===== config.mk =====
export PLATFORM = sky130hd
export DESIGN_NAME = exe_stage_flat
export DESIGN_NICKNAME = d
export VERILOG_FILES = /design/src/rtl/pipeline_pkg.sv /design/src/rtl/exe_stage_if.sv /design/src/rtl/iter_mul32.sv /design/src/rtl/exe_stage.sv /design/src/flat_wrapper.sv
export SDC_FILE = /design/constraint.sdc
export NUM_CORES = 1
export LEC_CHECK = 0
export CAP_MARGIN = 20
export CELL_PAD_IN_SITES_DETAIL_PLACEMENT = 1
export CELL_PAD_IN_SITES_GLOBAL_PLACEMENT = 1
export CORE_MARGIN = 1
export CORE_UTILIZATION = 43
export CTS_BUF_LIST = sky130_fd_sc_hd__clkbuf_2
export DETAILED_ROUTE_END_ITERATION = 10
export GPL_TIMING_DRIVEN = 1
export MAX_ROUTING_LAYER = met4
export PLACE_DENSITY_LB_ADDON = 0.1
export SETUP_SLACK_MARGIN = 0.02
export SYNTH_ARGS = -nofsm -noshare
export SYNTH_HDL_FRONTEND = slang
export SYNTH_SLANG_ARGS = --single-unit

===== constraint.sdc =====
create_clock -name clk -period 8.4 [get_ports clk]
set_clock_uncertainty 0.15 [all_clocks]
set_input_delay 1.68 -clock clk [delete_from_list [all_inputs] [get_ports clk]]
set_output_delay 1.68 -clock clk [all_outputs]
set_load 0.01 [all_outputs]

===== src/rtl/pipeline_pkg.sv =====
// Shared definitions for the EXE stage of the 5-stage MIPS core: ALU opcode
// constants, EXE FSM state encoding and the EXE/MEM boundary record.
package pipeline_pkg;

    localparam int DATA_W_DEFAULT = 32;

    localparam logic [3:0] ALUC_ADD = 4'd0;
    localparam logic [3:0] ALUC_SUB = 4'd1;
    localparam logic [3:0] ALUC_AND = 4'd2;
    localparam logic [3:0] ALUC_OR  = 4'd3;
    localparam logic [3:0] ALUC_XOR = 4'd4;
    localparam logic [3:0] ALUC_NOR = 4'd5;
    localparam logic [3:0] ALUC_SLT = 4'd6;
    localparam logic [3:0] ALUC_SLL = 4'd7;
    localparam logic [3:0] ALUC_SRL = 4'd8;
    localparam logic [3:0] ALUC_SRA = 4'd9;
    localparam logic [3:0] ALUC_LUI = 4'd10;
    localparam logic [3:0] ALUC_MUL = 4'd11;

    typedef enum logic [1:0] {
        EXE_IDLE = 2'd0,
        EXE_MUL  = 2'd1,
        EXE_DONE = 2'd2
    } exe_state_t;

    // Everything the EXE/MEM pipeline register carries
    typedef struct packed {
        logic        wreg;
        logic        m2reg;
        logic        wmem;
        logic [31:0] alu;
        logic [31:0] store_data;
        logic [4:0]  dest;
        logic        br_taken;
        logic [31:0] br_target;
        logic [3:0]  ins_type;
        logic [3:0]  ins_number;
    } exe_mem_t;

    // Branch offset is a word offset, so scale the immediate by 4 (wraps mod 2^32)
    function automatic logic [31:0] branch_target(input logic [31:0] pc4,
                                                  input logic [31:0] imm);
        return pc4 + {imm[29:0], 2'b00};
    endfunction

endpackage


===== src/rtl/exe_stage_if.sv =====
// ID/EXE -> EXE -> EXE/MEM signal bundle. The master side is the rest of the
// pipeline (drives ID/EXE fields, sees stall and the EXE/MEM register); the
// slave side is the EXE stage itself.
interface exe_stage_if;

    // ID/EXE register contents
    logic        ewreg;
    logic        em2reg;
    logic        ewmem;
    logic [3:0]  ealuc;
    logic        eshift;
    logic        ealuimm;
    logic [31:0] odata_a;
    logic [31:0] odata_b;
    logic [31:0] odata_imm;
    logic        e_branch;
    logic [31:0] e_pc4;
    logic        e_regrt;
    logic [4:0]  e_rt;
    logic [4:0]  e_rd;
    logic [3:0]  EXE_ins_type;
    logic [3:0]  EXE_ins_number;

    // Back-pressure to ID/IF
    logic        stall;

    // EXE/MEM register contents
    logic        mwreg;
    logic        mm2reg;
    logic        mwmem;
    logic [31:0] m_alu;
    logic [31:0] m_store_data;
    logic [4:0]  m_dest;
    logic        m_br_taken;
    logic [31:0] m_br_target;
    logic [3:0]  MEM_ins_type;
    logic [3:0]  MEM_ins_number;

    modport master (
        output ewreg, em2reg, ewmem, ealuc, eshift, ealuimm,
               odata_a, odata_b, odata_imm, e_branch, e_pc4,
               e_regrt, e_rt, e_rd, EXE_ins_type, EXE_ins_number,
        input  stall,
               mwreg, mm2reg, mwmem, m_alu, m_store_data, m_dest,
               m_br_taken, m_br_target, MEM_ins_type, MEM_ins_number
    );

    modport slave (
        input  ewreg, em2reg, ewmem, ealuc, eshift, ealuimm,
               odata_a, odata_b, odata_imm, e_branch, e_pc4,
               e_regrt, e_rt, e_rd, EXE_ins_type, EXE_ins_number,
        output stall,
               mwreg, mm2reg, mwmem, m_alu, m_store_data, m_dest,
               m_br_taken, m_br_target, MEM_ins_type, MEM_ins_number
    );

endinterface


===== src/rtl/iter_mul32.sv =====
// 32-cycle shift-and-add multiplier returning the low 32 bits of an unsigned
// product. start_i is taken only when idle; done_o marks the final iteration
// cycle, so product_o is complete on the cycle after done_o.
module iter_mul32 (
    input  logic        clk,
    input  logic        rst,
    input  logic        start_i,
    input  logic [31:0] a_i,
    input  logic [31:0] b_i,
    output logic        busy_o,
    output logic        done_o,
    output logic [31:0] product_o
);

    logic [31:0] mcand_q, mcand_d;
    logic [31:0] mplier_q, mplier_d;
    logic [31:0] acc_q, acc_d;
    logic [4:0]  cnt_q, cnt_d;
    logic        busy_q, busy_d;

    // Next-state: load on start, otherwise one add/shift step per busy cycle
    always_comb begin
        mcand_d  = mcand_q;
        mplier_d = mplier_q;
        acc_d    = acc_q;
        cnt_d    = cnt_q;
        busy_d   = busy_q;
        if (start_i && !busy_q) begin
            mcand_d  = a_i;
            mplier_d = b_i;
            acc_d    = '0;
            cnt_d    = '0;
            busy_d   = 1'b1;
        end else if (busy_q) begin
            if (mplier_q[0]) begin
                acc_d = acc_q + mcand_q;
            end
            mcand_d  = {mcand_q[30:0], 1'b0};
            mplier_d = {1'b0, mplier_q[31:1]};
            cnt_d    = cnt_q + 5'd1;
            if (cnt_q == 5'd31) begin
                busy_d = 1'b0;
            end
        end
    end

    // Multiplier state registers; reset aborts any multiply in flight
    always_ff @(posedge clk or posedge rst) begin
        if (rst) begin
            mcand_q  <= '0;
            mplier_q <= '0;
            acc_q    <= '0;
            cnt_q    <= '0;
            busy_q   <= 1'b0;
        end else begin
            mcand_q  <= mcand_d;
            mplier_q <= mplier_d;
            acc_q    <= acc_d;
            cnt_q    <= cnt_d;
            busy_q   <= busy_d;
        end
    end

    assign busy_o    = busy_q;
    assign done_o    = busy_q && (cnt_q == 5'd31);
    assign product_o = acc_q;

endmodule


===== src/rtl/exe_stage.sv =====
// EXE stage: operand selection, single-cycle ALU, iterative multiply with
// upstream stall, and the EXE/MEM pipeline register.
module exe_stage
    import pipeline_pkg::*;
#(
    parameter int DATA_W = DATA_W_DEFAULT
) (
    input  logic        clk,
    input  logic        rst,
    exe_stage_if.slave  bus
);

    logic [DATA_W-1:0]        op_a;
    logic [DATA_W-1:0]        op_b;
    logic [DATA_W-1:0]        alu_res;
    logic signed [DATA_W-1:0] sra_res;
    logic [4:0]               shamt;
    logic                     is_mul;
    logic                     bubble;
    logic                     mul_start;
    logic                     mul_busy;
    logic                     mul_done;
    logic [DATA_W-1:0]        mul_product;
    exe_state_t               state_q;
    exe_mem_t                 mem_d;
    exe_mem_t                 mem_q;

    // Operand muxes: shifts take shamt from the immediate, I-type takes imm as B
    assign op_a  = bus.eshift ? {27'd0, bus.odata_imm[10:6]} : bus.odata_a;
    assign op_b  = bus.ealuimm ? bus.odata_imm : bus.odata_b;
    assign shamt = op_a[4:0];
    assign sra_res = $signed(op_b) >>> shamt;

    assign is_mul    = (bus.ealuc == ALUC_MUL);
    assign mul_start = (state_q == EXE_IDLE) && is_mul;

    // A MUL stalls from the cycle it is first seen until the result is ready
    assign bubble    = (state_q == EXE_MUL) || mul_start;
    assign bus.stall = bubble && !rst;

    iter_mul32 u_mul (
        .clk       (clk),
        .rst       (rst),
        .start_i   (mul_start),
        .a_i       (op_a),
        .b_i       (op_b),
        .busy_o    (mul_busy),
        .done_o    (mul_done),
        .product_o (mul_product)
    );

    // Single-cycle ALU; MUL and unused opcodes yield 0 here
    always_comb begin
        alu_res = '0;
        case (bus.ealuc)
            ALUC_ADD: alu_res = op_a + op_b;
            ALUC_SUB: alu_res = op_a - op_b;
            ALUC_AND: alu_res = op_a & op_b;
            ALUC_OR:  alu_res = op_a | op_b;
            ALUC_XOR: alu_res = op_a ^ op_b;
            ALUC_NOR: alu_res = ~(op_a | op_b);
            ALUC_SLT: alu_res = {{(DATA_W-1){1'b0}}, ($signed(op_a) < $signed(op_b))};
            ALUC_SLL: alu_res = op_b << shamt;
            ALUC_SRL: alu_res = op_b >> shamt;
            ALUC_SRA: alu_res = sra_res;
            ALUC_LUI: alu_res = {op_b[15:0], 16'd0};
            default:  alu_res = '0;
        endcase
    end

    // EXE FSM: IDLE -> MUL for 32 iterations -> DONE (result capture) -> IDLE
    always_ff @(posedge clk or posedge rst) begin
        if (rst) begin
            state_q <= EXE_IDLE;
        end else begin
            case (state_q)
                EXE_IDLE: begin
                    if (is_mul) begin
                        state_q <= EXE_MUL;
                    end
                end
                EXE_MUL: begin
                    if (mul_done) begin
                        state_q <= EXE_DONE;
                    end else if (!mul_busy) begin
                        // multiplier lost its job (should not happen): recover
                        state_q <= EXE_IDLE;
                    end
                end
                EXE_DONE: state_q <= EXE_IDLE;
                default:  state_q <= EXE_IDLE;
            endcase
        end
    end

    // Next EXE/MEM contents: bubble while stalling, product in DONE
    always_comb begin
        mem_d            = '0;
        mem_d.wreg       = bus.ewreg;
        mem_d.m2reg      = bus.em2reg;
        mem_d.wmem       = bus.ewmem;
        mem_d.alu        = alu_res;
        mem_d.store_data = bus.odata_b;
        mem_d.dest       = bus.e_regrt ? bus.e_rt : bus.e_rd;
        mem_d.br_taken   = bus.e_branch && (bus.odata_a == bus.odata_b);
        mem_d.br_target  = branch_target(bus.e_pc4, bus.odata_imm);
        mem_d.ins_type   = bus.EXE_ins_type;
        mem_d.ins_number = bus.EXE_ins_number;
        if (state_q == EXE_DONE) begin
            mem_d.alu = mul_product;
        end else if (bubble) begin
            mem_d = '0;
        end
    end

    // EXE/MEM pipeline register
    always_ff @(posedge clk or posedge rst) begin
        if (rst) begin
            mem_q <= '0;
        end else begin
            mem_q <= mem_d;
        end
    end

    assign bus.mwreg          = mem_q.wreg;
    assign bus.mm2reg         = mem_q.m2reg;
    assign bus.mwmem          = mem_q.wmem;
    assign bus.m_alu          = mem_q.alu;
    assign bus.m_store_data   = mem_q.store_data;
    assign bus.m_dest         = mem_q.dest;
    assign bus.m_br_taken     = mem_q.br_taken;
    assign bus.m_br_target    = mem_q.br_target;
    assign bus.MEM_ins_type   = mem_q.ins_type;
    assign bus.MEM_ins_number = mem_q.ins_number;

endmodule


===== src/flat_wrapper.sv =====
// flat-port wrapper written by rule: the top's interface ports become plain ports
module exe_stage_flat import pipeline_pkg::*;
#(
    parameter int DATA_W = DATA_W_DEFAULT
)
  (clk, rst, bus_ewreg, bus_em2reg, bus_ewmem, bus_ealuc, bus_eshift, bus_ealuimm, bus_odata_a, bus_odata_b, bus_odata_imm, bus_e_branch, bus_e_pc4, bus_e_regrt, bus_e_rt, bus_e_rd, bus_EXE_ins_type, bus_EXE_ins_number, bus_stall, bus_mwreg, bus_mm2reg, bus_mwmem, bus_m_alu, bus_m_store_data, bus_m_dest, bus_m_br_taken, bus_m_br_target, bus_MEM_ins_type, bus_MEM_ins_number);
  exe_stage_if bus_i ();
  input  logic clk;
  input  logic rst;
  input wire logic [$bits(bus_i.ewreg)-1:0] bus_ewreg;
  input wire logic [$bits(bus_i.em2reg)-1:0] bus_em2reg;
  input wire logic [$bits(bus_i.ewmem)-1:0] bus_ewmem;
  input wire logic [$bits(bus_i.ealuc)-1:0] bus_ealuc;
  input wire logic [$bits(bus_i.eshift)-1:0] bus_eshift;
  input wire logic [$bits(bus_i.ealuimm)-1:0] bus_ealuimm;
  input wire logic [$bits(bus_i.odata_a)-1:0] bus_odata_a;
  input wire logic [$bits(bus_i.odata_b)-1:0] bus_odata_b;
  input wire logic [$bits(bus_i.odata_imm)-1:0] bus_odata_imm;
  input wire logic [$bits(bus_i.e_branch)-1:0] bus_e_branch;
  input wire logic [$bits(bus_i.e_pc4)-1:0] bus_e_pc4;
  input wire logic [$bits(bus_i.e_regrt)-1:0] bus_e_regrt;
  input wire logic [$bits(bus_i.e_rt)-1:0] bus_e_rt;
  input wire logic [$bits(bus_i.e_rd)-1:0] bus_e_rd;
  input wire logic [$bits(bus_i.EXE_ins_type)-1:0] bus_EXE_ins_type;
  input wire logic [$bits(bus_i.EXE_ins_number)-1:0] bus_EXE_ins_number;
  output wire logic [$bits(bus_i.stall)-1:0] bus_stall;
  output wire logic [$bits(bus_i.mwreg)-1:0] bus_mwreg;
  output wire logic [$bits(bus_i.mm2reg)-1:0] bus_mm2reg;
  output wire logic [$bits(bus_i.mwmem)-1:0] bus_mwmem;
  output wire logic [$bits(bus_i.m_alu)-1:0] bus_m_alu;
  output wire logic [$bits(bus_i.m_store_data)-1:0] bus_m_store_data;
  output wire logic [$bits(bus_i.m_dest)-1:0] bus_m_dest;
  output wire logic [$bits(bus_i.m_br_taken)-1:0] bus_m_br_taken;
  output wire logic [$bits(bus_i.m_br_target)-1:0] bus_m_br_target;
  output wire logic [$bits(bus_i.MEM_ins_type)-1:0] bus_MEM_ins_type;
  output wire logic [$bits(bus_i.MEM_ins_number)-1:0] bus_MEM_ins_number;
  assign bus_i.ewreg = bus_ewreg;
  assign bus_i.em2reg = bus_em2reg;
  assign bus_i.ewmem = bus_ewmem;
  assign bus_i.ealuc = bus_ealuc;
  assign bus_i.eshift = bus_eshift;
  assign bus_i.ealuimm = bus_ealuimm;
  assign bus_i.odata_a = bus_odata_a;
  assign bus_i.odata_b = bus_odata_b;
  assign bus_i.odata_imm = bus_odata_imm;
  assign bus_i.e_branch = bus_e_branch;
  assign bus_i.e_pc4 = bus_e_pc4;
  assign bus_i.e_regrt = bus_e_regrt;
  assign bus_i.e_rt = bus_e_rt;
  assign bus_i.e_rd = bus_e_rd;
  assign bus_i.EXE_ins_type = bus_EXE_ins_type;
  assign bus_i.EXE_ins_number = bus_EXE_ins_number;
  assign bus_stall = bus_i.stall;
  assign bus_mwreg = bus_i.mwreg;
  assign bus_mm2reg = bus_i.mm2reg;
  assign bus_mwmem = bus_i.mwmem;
  assign bus_m_alu = bus_i.m_alu;
  assign bus_m_store_data = bus_i.m_store_data;
  assign bus_m_dest = bus_i.m_dest;
  assign bus_m_br_taken = bus_i.m_br_taken;
  assign bus_m_br_target = bus_i.m_br_target;
  assign bus_MEM_ins_type = bus_i.MEM_ins_type;
  assign bus_MEM_ins_number = bus_i.MEM_ins_number;
  exe_stage #(.DATA_W(DATA_W)) u_core (.clk(clk), .rst(rst), .bus(bus_i));
endmodule

==> impl_metrics.py, run 1 <==
metrics = {
    "clocking": {
        "path_clk_slew_ps": 90,
        "clockBufferDepth": 3,
        "post_cts_buffers": 0,
        "hold_buffers": 0,
        "clock-root-buffer": "clkbuf_2",
        "cts_max_level": 3,
        "clock-sinks": 217,
        "cts_inserted_buffers": 68,
        "tritoncts": "done",
        "cts_resized": 0,
        "clock_latency_ps": 1090,
    },
    "floorplanning": {
        "coreArea_um2": 46800,
        "rows": 79,
        "ios": 273,
        "die_area_um2": 48500,
        "die_w_um": 220,
        "initial_core_util_pct": 43.8,
        "die_h_um": 220,
    },
    "power": {
        "vdd_ir_drop_max_mv": 0.313,
        "p_leak_nw": 10.9,
        "power_per_cell_area_nw_per_um2": 208,
    },
    "timing": {
        "fin_ws_ps": 2410,
        "fmax_mhz": 167,
        "fin_crit_sh_pct": 71.3,
        "setup_viol": 0,
        "slew_violations": 0,
        "slew_headroom_pct": 29.0,
        "rsz0062_at_grt": "false",
        "tns_ps": 0,
        "hold_viol": 0,
        "tightest_slew_ps": 1060,
        "period_minus_slack_ps": 5990,
    },
    "critical_path": {
        "r2r-start": "u_core.u_mul.product_o[4]$_DFFE_PP0P_",
        "critPathArrivalTime_ps": 4160,
        "crit_type": "in -> out",
        "r2r_end": "u_core.u_mul.product_o[31]$_DFFE_PP0P_",
        "cp_top_family": "buffers and inverters",
        "crit_chain": "clkdlybuf4s50_1 -> buf_4 -> nand2b_1 -> or4_4 -> and2_1 -> nor2_1 -> clkdlybuf4s50_1",
        "critPathBufInv": 3,
        "endpoint": "bus_stall",
        "cp_data_required_time_ps": 6570,
        "crit_top_cell": "clkdlybuf4s50_1",
        "cp_max_fo": 11,
        "startpoint": "bus_ealuc[3]",
        "start_kind": "primary input",
        "critPathMaxStageDelay_ps": 580,
        "crit_cells": 7,
        "end_kind": "output port",
        "r2r_slack_ps": 4360,
        "reg2reg_depth": 11,
        "worst_path_max_delay_cell": "or4_4",
    },
    "synthesis": {
        "avgSynthCellArea_um2": 7.82,
        "synthCells": 2618,
        "dominantRegCellSynth": "dfrtp_1",
        "ys_warn_count": 0,
        "seq_area_frac_synth_pct": 26.5,
        "synthArstFlopShare_pct": 100,
        "synth_nets": 2943,
        "yosysUniqueCellTypes": 86,
        "synth-edff-count": 0,
        "ys_ff_latch": 217,
        "netlist_area_um2": 20500,
    },
    "finish": {
        "drive_above_1_share_pct": 8.66,
        "layout.nets": 3179,
        "mostFrequentLayoutCells": "nand2_1 (300), clkdlybuf4s50_1 (269), nor2_1 (255), a21oi_1 (245), o21ai_0 (236)",
        "regArea_um2": 5430,
        "fillers": 5696,
        "syn_to_final_growth_pct": 19.6,
        "final_common_cell": "nand2_1",
        "multi_input_area_um2": 14000,
        "design_area_um2": 24500,
    },
    "placement": {
        "pre_cts_ws_ps": 1780,
        "portBuffers": 272,
        "postPlaceCellArea_um2": 23800,
        "gp_congestion": 1.08,
        "place_hpwl_um": 84500,
    },
    "route": {
        "dr.pass1.iters": 10,
        "wire_per_inst_um": 31.2,
        "drt-total-wl_um": 110000,
        "vias": 23200,
        "drt_iter0_drc": 2889,
        "route.detailed.drc": 18,
        "ant_nets": 0,
        "routed_via_density": 6.60,
    },
    "outcome": {
        "violations": "DRC",
        "status": "finished with violations",
    },
    "grt": {
        "grt_pass1_wl_um": 157000,
        "grt_max_degree": 123,
        "grt_antenna_before_repair": 15,
        "first_global_vias": 23000,
        "grt_usage_pct": 46.1,
        "gr-total-overflow": 0,
    },
    "worst_hold_path": {
        "hp-class": "reg -> reg",
    },
    "flow_run": {
        "maxCapViolCount": 0,
    },
}
per-stage QoR:
stage / utilization, % / cells / hold WS [ps] / power, mW
finish: 52.4 / 3522 / 340 / 5.10
floorplan: - / 2618 / 300 / 3.00
global route: 52.4 / 3522 / 364 / 5.35
global placement: 51.0 / 3390 / 309 / 3.99
detailed placement: 51.0 / 3390 / 329 / 4.13
CTS: 52.3 / 3505 / 341 / 5.05
logic make-up after synthesis:
family,Yosys count,share of synthesized area [%]
fa+ha+maj,166,10.3
xor+xnor,103,4.40
buf+inv,284,5.57
mux,169,8.94
compound gates,829,25.3
simple gates,850,19.0
flops,217,26.5
tightest hold or removal path: stages, from the launching register on:
cell and delay (ps):
dfrtp_1 360, nand2_1 50, o21ai_0 60
worst min-delay path by stage:
stage | from | end | slack (ps) | cells after the start
3_3_place_gp | u_core.u_mul.mplier_q[21]$_DFFE_PP0P_ | u_core.u_mul.mplier_q[20]$_DFFE_PP0P_ | 310 | 2
2_1_floorplan | u_core.u_mul.mplier_q[13]$_DFFE_PP0P_ | u_core.u_mul.mplier_q[12]$_DFFE_PP0P_ | 300 | 2
5_1_grt | u_core.u_mul.mplier_q[8]$_DFFE_PP0P_ | u_core.u_mul.mplier_q[7]$_DFFE_PP0P_ | 360 | 2
3_5_place_dp | u_core.u_mul.mplier_q[24]$_DFFE_PP0P_ | u_core.u_mul.mplier_q[23]$_DFFE_PP0P_ | 330 | 2
6_report | u_core.u_mul.mplier_q[8]$_DFFE_PP0P_ | u_core.u_mul.mplier_q[7]$_DFFE_PP0P_ | 340 | 2
4_1_cts | u_core.u_mul.mplier_q[8]$_DFFE_PP0P_ | u_core.u_mul.mplier_q[7]$_DFFE_PP0P_ | 340 | 2
power breakdown:
part | internal [mW] | switching, mW | total (mW) | leakage [nW]
clock network | 0.348 | 0.561 | 0.909 | 0.460
logic | 1.01 | 1.54 | 2.55 | 7.59
registers | 1.36 | 0.284 | 1.64 | 2.82
synth_stat cells, types with 17 or more instances:
library cell	instances	share of area (%)
a211oi_1	37	1.4
a21o_1	24	0.88
a21oi_1	245	6.0
a221oi_1	20	0.86
a31oi_1	29	0.89
and3_1	61	1.9
buf_2	22	0.54
clkbuf_1	133	2.4
dfrtp_1	217	27
ha_1	162	9.9
inv_1	105	1.9
mux2_2	17	0.93
mux2i_1	139	6.8
nand2_1	300	5.5
nand2b_1	41	1.3
nand3_1	44	1.1
nor2_1	256	4.7
nor2b_1	31	0.95
nor3_1	35	0.86
o211ai_1	33	1.2
o21ai_0	236	5.8
o21bai_1	18	0.66
o22ai_1	18	0.55
xnor2_1	60	2.6
xor2_1	43	1.8
cell type report:
cell class	count	area share, %
Sequential cell	217	22.2
Antenna cell	16	0.163
Tap cell	607	3.10
Multi-Input combinational cell	2117	57.2
Clock inverter	18	0.516
Inverter	112	1.75
Timing Repair Buffer	338	13.1
Clock buffer	97	1.98
layer usage:
metal	track usage [%]	up-vias	routed length [µm]
met2	67.1	1447	47300
met3	14.1	321	12300
li1	-	9918	-
met1	57.7	11600	44600
met5	-	-	0
met4	22.1	0	5670
sequential cells by signal, summed over array words and instances, names as in the netlist:
name,flops
u_core.u_mul.busy_o,1
u_core.bus.mwmem,1
u_core.u_mul.product_o,32
u_core.bus.m_alu,32
u_core.bus.m_br_taken,1
u_core.bus.MEM_ins_number,4
u_core.bus.mwreg,1
u_core.bus.m_dest,5
u_core.u_mul.mplier_q,32
u_core.bus.MEM_ins_type,4
u_core.bus.m_store_data,32
u_core.u_mul.cnt_q,5
u_core.state_q,2
u_core.u_mul.mcand_q,32
u_core.bus.mm2reg,1
u_core.bus.m_br_target,32
No activity file was read; power rests on OpenSTA's default activity.
==> run 2: changes to the inputs <==
--- a/config.mk
+++ b/config.mk
@@ -9,7 +9,7 @@
 export CELL_PAD_IN_SITES_DETAIL_PLACEMENT = 1
 export CELL_PAD_IN_SITES_GLOBAL_PLACEMENT = 1
 export CORE_MARGIN = 1
-export CORE_UTILIZATION = 43
+export CORE_UTILIZATION = 39
 export CTS_BUF_LIST = sky130_fd_sc_hd__clkbuf_2
 export DETAILED_ROUTE_END_ITERATION = 10
 export GPL_TIMING_DRIVEN = 1
==> constraint.sdc (replaced) <==
create_clock -name clk -period 5.2 [get_ports clk]
set_clock_uncertainty 0.15 [all_clocks]
set_input_delay 1.04 -clock clk [delete_from_list [all_inputs] [get_ports clk]]
set_output_delay 1.04 -clock clk [all_outputs]
set_load 0.01 [all_outputs]
==> run 2 against run 1 <==
Effect of this change: critical endpoint unchanged; count of clock-buffer cells in the layout down 11; cell count increased by 7.8%; the run now ends clean; wire length up 4.7%; global-route usage down 2.2 points; die area is 10% higher; via count increased by 2.4%; flip-flop and latch count unchanged; sequential share of layout area shrank 1.4 points; cell area grew 6.8%; sequential power increased by 63%; setup slack worse by 1700 ps; non-clock buffer count up 208.
==> impl_metrics.py, run 2 (synthesis gave the netlist of run 1 again) <==
metrics = {
    "power": {
        "p_leak_nw": 11.9,
        "pwr-share-comb_pct": 51.8,
        "power_per_cell_area_nw_per_um2": 323,
        "fin_total_pwr_mw": 8.45,
        "vdd_ir_drop_max_mv": 0.527,
        "switchingPower_mw": 3.98,
        "p_int_mw": 4.48,
        "clock_power_share_pct": 16.6,
        "seq_power_share_pct": 31.7,
        "swShare_pct": 47.0,
    },
    "floorplanning": {
        "coreArea_um2": 51600,
        "die_h_um": 231,
        "initial_core_util_pct": 39.7,
        "rows": 83,
        "die_w_um": 231,
        "die_area_um2": 53400,
        "ios": 273,
    },
    "critical_path": {
        "cp_data_required_time_ps": 4010,
        "r2r-start": "u_core.u_mul.product_o[0]$_DFFE_PP0P_",
        "cp_max_fo": 4,
        "crit_top_cell": "clkdlybuf4s50_1",
        "critPathArrivalTime_ps": 3260,
        "worst_path_max_delay_cell": "or4_4",
        "cp_top_family": "simple AND/OR/NAND/NOR gates",
        "startpoint": "bus_ealuc[1]",
        "crit_type": "in -> out",
        "critPathMaxStageDelay_ps": 600,
        "start_kind": "primary input",
        "end_kind": "output port",
        "critPathBufInv": 2,
        "crit_chain": "clkdlybuf4s50_1 -> nand2_1 -> or4_4 -> and2_1 -> nor2_1 -> clkdlybuf4s50_1",
    },
    "route": {
        "wire_per_inst_um": 30.3,
        "dr.pass1.iters": 5,
        "drt-total-wl_um": 115000,
        "route.detailed.drc": 0,
        "ant_nets": 0,
        "routed_via_density": 6.27,
        "drt_iter0_drc": 2370,
        "vias": 23800,
    },
    "timing": {
        "fin_crit_sh_pct": 85.7,
        "rsz0062_at_grt": "false",
        "hold_slack_ps": 306,
        "slew_violations": 0,
        "hold_viol": 0,
        "period_minus_slack_ps": 4450,
        "slew_headroom_pct": 36.8,
        "tightest_slew_ps": 939,
        "fin_ws_ps": 746,
        "fmax_mhz": 225,
        "tns_ps": 0,
        "setup_viol": 0,
    },
    "clocking": {
        "clock-root-buffer": "clkbuf_2",
        "post_cts_buffers": 0,
        "hold_buffers": 0,
        "clock-sinks": 217,
        "tritoncts": "done",
        "clockBufferDepth": 3,
        "cts_max_level": 3,
        "path_clk_slew_ps": 90,
        "cts_inserted_buffers": 68,
        "cts_resized": 0,
        "clock_latency_ps": 1130,
    },
    "grt": {
        "first_global_vias": 24300,
        "grt_pass1_wl_um": 166000,
        "grt_antenna_before_repair": 12,
        "grt_usage_pct": 43.9,
        "grt_max_degree": 102,
        "gr-total-overflow": 0,
    },
    "outcome": {
        "status": "completed",
    },
    "placement": {
        "portBuffers": 272,
        "postPlaceCellArea_um2": 25600,
        "place_hpwl_um": 91100,
        "gp_congestion": 1.08,
        "pre_cts_ws_ps": -115,
    },
    "finish": {
        "syn_to_final_growth_pct": 27.7,
        "design_area_um2": 26200,
        "layout.nets": 3387,
        "mostFrequentLayoutCells": "nand2_1 (300), clkdlybuf4s50_1 (269), buf_4 (266), nor2_1 (255), a21oi_1 (245)",
        "final_common_cell": "nand2_1",
        "drive_above_1_share_pct": 14.5,
    },
    "flow_run": {
        "maxCapViolCount": 0,
    },
    "worst_hold_path": {
        "hp-class": "in -> async",
    },
}
-- run 2: changes by cell type in the layout (fill, tap and decap cells not counted), sizes merged --
cell / before / now
clkinvlp: 1 / 4
bufinv: 1 / 0
inv: 115 / 112
buf: 69 / 277
clkbuf: 97 / 86
clkinv: 13 / 22
diode: 16 / 14
-- run 2: through the flow --
step | instances | util, %
floorplan | 2618 | -
global placement | 3671 | 49.5
detailed placement | 3671 | 49.5
CTS | 3783 | 50.6
global route | 3798 | 50.7
finish | 3798 | 50.7
-- run 2: power by group through the flow --
stage / sequential [mW] / clock (mW) / combinational [mW]
2_1_floorplan: 2.59 / 0 / 2.26
3_3_place_gp: 2.65 / 0 / 4.11
3_5_place_dp: 2.69 / 0 / 4.27
4_1_cts: 2.66 / 1.43 / 4.30
5_1_grt: 2.71 / 1.50 / 4.66
6_report: 2.68 / 1.40 / 4.38
-- run 2: final timing paths --
kind | slack [ps] | cells after the start | to
setup / recovery | 750 | 6 | bus_stall
min in group clk | 340 | 2 | u_core.bus.MEM_ins_type[0]$_DFF_PP0_
max in group asynchronous | 3890 | 3 | u_core.u_mul.busy_o$_DFF_PP0_
hold / removal | 310 | 3 | u_core.bus.m_store_data[14]$_DFF_PP0_
setup reg to reg | 850 | 13 | u_core.u_mul.product_o[30]$_DFFE_PP0P_
hold reg to reg | 340 | 2 | u_core.u_mul.mplier_q[25]$_DFFE_PP0P_
-- run 2: worst min-delay path: cells and delay by family --
family	cells	cell delay, ps
buf+inv	3	960
-- run 2: per-layer routing --
| metal | share of wire [%] | GRT usage, % | vias up | routed length (µm) |
|---|---|---|---|---|
| li1 | - | - | 10300 | - |
| met1 | 42 | 55.6 | 12000 | 48100 |
| met2 | 45 | 67.3 | 1178 | 51700 |
| met3 | 8.0 | 8.07 | 282 | 9250 |
| met4 | 5.2 | 20.8 | 0 | 6000 |
| met5 | 0 | - | - | 0 |
-- run 2: area by class of cell --
cell class,count,area (µm²)
diodes,14,35.0
clock buffers,86,430
clock inverters,26,131
fillers,6394,25400
inverters,112,424
multi-input cells,2117,14000
flip-flops and latches,217,5430
well taps,680,851
repair buffers,546,4860
